**config.mk**
```make
export PLATFORM = sky130hd
export DESIGN_NAME = moore_1011_detector
export DESIGN_NICKNAME = d
export VERILOG_FILES = /design/src/rtl/moore_1011_detector.sv
export SDC_FILE = /design/constraint.sdc
export NUM_CORES = 1
export LEC_CHECK = 0
export CORE_AREA = 2 2 39 41
export CTS_BUF_LIST = sky130_fd_sc_hd__clkbuf_4 sky130_fd_sc_hd__clkbuf_8
export DETAILED_ROUTE_END_ITERATION = 10
export DIE_AREA = 0 0 41 43
export HOLD_SLACK_MARGIN = 0.12
export SYNTH_ARGS = -nofsm -noshare
export SYNTH_HDL_FRONTEND = slang
export SYNTH_SLANG_ARGS = --single-unit
```
**constraint.sdc**
```tcl
create_clock -name clk -period 1.5 [get_ports clk]
set_clock_uncertainty 0.05 [all_clocks]
set_input_delay 0.225 -clock clk [delete_from_list [all_inputs] [get_ports clk]]
set_output_delay 0.225 -clock clk [all_outputs]
set_load 0.03 [all_outputs]
```
**src/rtl/moore_1011_detector.sv**
```systemverilog
// moore_1011_detector: overlapping Moore detector that flags the serial pattern 1011 one cycle after its last bit
module moore_1011_detector (
  input  logic clk,
  input  logic rst,
  input  logic in,
  output logic out
);
  typedef enum logic [2:0] {S0, S1, S2, S3, S4} state_t;
  state_t state_q, state_d;
  logic out_q, out_d;
  always_comb begin
    state_d = S0;
    case (state_q)
      S0: state_d = in ? S1 : S0;
      S1: state_d = in ? S1 : S2;
      S2: state_d = in ? S3 : S0;
      S3: state_d = in ? S4 : S2;
      S4: state_d = in ? S1 : S2;
      default: state_d = S0;
    endcase
    out_d = state_d == S4;
  end
  // out_q mirrors state_q == S4, registered so nothing combinational reaches out from in
  always_ff @(posedge clk) begin
    state_q <= rst ? S0 : state_d;
    out_q <= rst ? 1'b0 : out_d;
  end
  assign out = out_q;
endmodule

```
Word level (Yosys, flattened, before mapping)
Cells that the tools add are included.
{"block": "word_totals", "reg_bits": 4, "out_inout_bits": 1}
{"block": "op_classes", "eq_ne": 5, "mux": 5, "reduce_logical": 2}
{"op": "3-bit one-hot mux with 4 select lines", "n": 1}
{"op": "3-bit by 2-bit == test with 1-bit output (second input constant)", "n": 2}
{"op": "3-bit == test (second input constant)", "n": 2}
{"op": "2-bit 2-to-1 mux", "n": 2}
{"op": "3-bit by 1-bit == test with 1-bit output (second input constant)", "n": 1}
{"op": "3-bit logical NOT", "n": 1}
{"op": "3-bit 2-to-1 mux", "n": 1}
{"op": "2-bit OR reduction", "n": 1}
{"op": "1-bit 2-to-1 mux", "n": 1}

Logic depth before layout (Yosys ltp)
{"block": "logic_depth", "word_depth": 4, "mapped_depth": 2, "depth_no_buf": 2}

Least setup slack after synthesis
Ideal clock, no wire load.
{"block": "synth_path", "path_type": "register to register", "from": "reg state_q[1]", "to": "reg state_q[1]", "path_stages_with_launch": 3, "t_arrival_ns": 1.072, "period_less_slack_ns": 1.197, "setup_time_ns": 0.074, "slack_ns": 0.303, "path_cell_list": "dfxtp_1 or4b_2 a31oi_1"}
{"block": "synth_via", "elab_chain_len": 3, "word_cells_on_any_way": 7, "classes_between": "eq/ne (4); mux (1); reduce/logical (2)"}
{"item": "start, declared", "line_no": "9", "text": "state_t state_q, state_d;"}
{"item": "start signal, assigned", "line_no": "25", "text": "state_q <= rst ? S0 : state_d;"}
{"item": "3-bit == test or 3-bit by 1-bit == test with 1-bit output (tied branches)", "line_no": "13", "text": "case (state_q)"}
{"item": "2-bit OR reduction (no source line)"}
{"item": "3-bit one-hot mux with 4 select lines (*)", "line_no": "13"}
Mark *: on every way between the ends. The rest lies on a longest branch, timed or not.
A chain may end at the register's enable or synchronous reset.

Worst setup path in the final report
{"block": "layout_path", "from": "in in", "to": "reg state_q[1]"}
{"block": "layout_via", "elab_chain_len": 2, "word_cells_on_any_way": 4, "classes_between": "mux (4)"}
{"item": "start, declared", "line_no": "5", "text": "input logic in,"}
{"item": "2-bit 2-to-1 mux (tied with other cells)", "line_no": "15, 18"}
{"item": "3-bit one-hot mux with 4 select lines (*)", "line_no": "13"}
Marked as above.

==> reports/metrics.yaml <==
worst_setup_path:
  slowest_delay_ns: 0.60
  crit_chain: "clkdlybuf4s50_1, or4bb_2, a31oi_1"
  required_ns: 1.61
  crit_path_top_delay_cell: "or4bb_2"
  cp_max_fo: 4
  critical_path_arrival_ns: 1.52
  startpoint_type: "primary input"
  crit_type: "primary input to flop"
  crit_path_end_kind: "flop"
die:
  die_y_um: 43
  rows: 14
  die_area_um2: 1760
  core_area_um2: 1380
  top_level_ports: 4
  die_w_um: 41
  start_util_pct: 11.0
logic_synthesis:
  ys_seq_area_share_pct: 52.5
  ys_seq_elements: 4
  yosysWarningCount: 0
  syn_area_um2: 153
  ys_types: 10
  synth_fp_nets: 17
  syn_area_per_cell_um2: 10.9
  synth_cells: 14
clocking:
  postCtsSetupRepairBufs: 0
  cts_tree: "yes"
  htree_levels: 1
  ctsHoldBuffers: 0
  clock-root-buffer: "clkbuf_4"
  cts_resized: 0
  cts_buffers: 3
  cts.path.max_buffers: 2
  clk_latency_ns: 0.24
  clkTransAtPathRegs_ns: 0.04
  cts.sinks: 4
cells_and_area:
  layoutNonFillerInstCount: 36
  areaGrowthSynthToFinish_pct: 49.2
  multi_input_area_um2: 72.6
  insertedDiodeCount: 0
  fin_util_pct: 16.5
  regArea_um2: 80.1
  nFillCells: 162
  drive_above_1_share_pct: 30.0
  layout.nets: 25
sta:
  fin_crit_sh_pct: 93.6
  max_slew_margin_pct: 79.2
  hold_ws_ns: 0.445
  finalHoldViolCount: 0
  fin_crit_ns: 1.40
  max_freq_mhz: 712
  setup_ws_ns: 0.0956
  tightest_slew_ns: 0.312
  finalMaxSlewViolations: 0
  rsz0062_at_grt: "no"
  setup_viol: 0
routing:
  postRouteAntennaNets: 0
  routed-via-count: 131
  dr.pass1.iters: 2
  routed_wl_um: 278
  remaining_drc_errors: 0
  viasPerCell: 3.64
  routedWlPerCell_um: 7.72
  drt-initial-drc-count: 4
global_routing:
  first_global_vias: 108
  antenna_found_initial: 0
  grt_overflow_total: 0
  track_usage_pct: 4.62
  grt_max_degree: 7
  grt_pass1_wl_um: 427
run_status:
  outcome: "finished, final reports clean"
place:
  numPortBuffers: 3
  dp_hpwl_um: 188
  dpl.cell_count: 33
  pre_cts_ws_ns: -0.149
  routabilityCongestion: 0.611
job:
  maxCapViolations: 0
power:
  p_per_area_nw_per_um2: 1160
  leakagePower_nw: 0.0957
  ir_worst_vdd_uv: 190
hold_path:
  min_path_type: "flop to flop"
power by group:
group | total [mW] | internal (mW) | switching (mW)
combinational | 0.0131 | 0.00873 | 0.00438
clock | 0.139 | 0.0898 | 0.0489
sequential | 0.112 | 0.110 | 0.00250
total | 0.264 | 0.208 | 0.0557
final cells by class:
| class | count | share of cell area [%] |
|---|---|---|
| sequential | 4 | 35.2 |
| tap | 16 | 8.79 |
| clock buffer | 3 | 9.89 |
| multi-input combinational | 10 | 31.9 |
| timing repair buffer | 3 | 14.3 |
cells in the mapped netlist (all sizes together):
cell type | n | area (um^2)
a31oi | 1 | 6.26
dfxtp | 4 | 80.1
maj3 | 1 | 10.0
nand2 | 1 | 3.75
nor2 | 1 | 3.75
nor3 | 2 | 10.0
or2b | 1 | 7.51
or3b | 1 | 8.76
or4b | 1 | 10.0
or4bb | 1 | 12.5
layout by cell type, fill, tap and decap left out:
cell type and instances:
dfxtp_1 4, clkbuf_4 3, nor3_1 2, clkdlybuf4s50_1 2, or2b_1 1, nand2_1 1, maj3_1 1, nor2_1 1
or4b_2 1, or4bb_2 1, or3b_2 1, a31oi_1 1, dlymetal6s2s_1 1
worst max-delay path: cells and delay by family:
| kind | cells | cell delay (ns) |
|---|---|---|
| AO/OA/AOI/OAI | 1 | 0.19 |
| AND/OR/NAND/NOR | 1 | 0.60 |
| buffers and inverters | 1 | 0.50 |
logic make-up (layout without fill, tap and decap cells):
| logic type | after synthesis | count (layout) | synth area share, % |
|---|---|---|---|
| DFF | 4 | 4 | 52.5 |
| AOI/OAI and AO/OA | 1 | 1 | 4.10 |
| adders and majority gates | 1 | 1 | 6.56 |
| buffers and inverters | 0 | 6 | 0 |
| and+or+nand+nor | 8 | 8 | 36.9 |
through the flow:
step / cell area [um^2] / total power, mW / TNS, ns
2_1_floorplan: 153 / 0.119 / 0
3_3_place_gp: 203 / 0.127 / -0.129
3_5_place_dp: 203 / 0.127 / -0.149
4_1_cts: 225 / 0.269 / 0
5_1_grt: 228 / 0.281 / 0
6_report: 228 / 0.264 / 0
registers in the layout (all words and copies together) (netlist names):
signal,cells
state_q,3
out,1
metal layers:
metal | global-route usage, % | routed length [um] | vias to the layer above
li1 | - | - | 65
met1 | 3.22 | 118 | 59
met2 | 4.69 | 115 | 7
met3 | 7.85 | 44 | 0
met4 | 4.00 | 0 | 0
met5 | 0 | 0 | -
path summary, 6_finish.rpt:
| kind | from | end | slack (ns) | cells past startpoint |
|---|---|---|---|---|
| worst max-delay path | in | state_q[1]$_SDFF_PP0_ | 0.1 | 3 |
| worst max register to register | state_q[2]$_SDFF_PP0_ | state_q[1]$_SDFF_PP0_ | 0.22 | 2 |
| worst min-delay path | state_q[1]$_SDFF_PP0_ | out$_SDFF_PP0_ | 0.44 | 2 |
| worst min register to register | state_q[1]$_SDFF_PP0_ | out$_SDFF_PP0_ | 0.44 | 2 |
No activity file was read; power rests on OpenSTA's default activity.
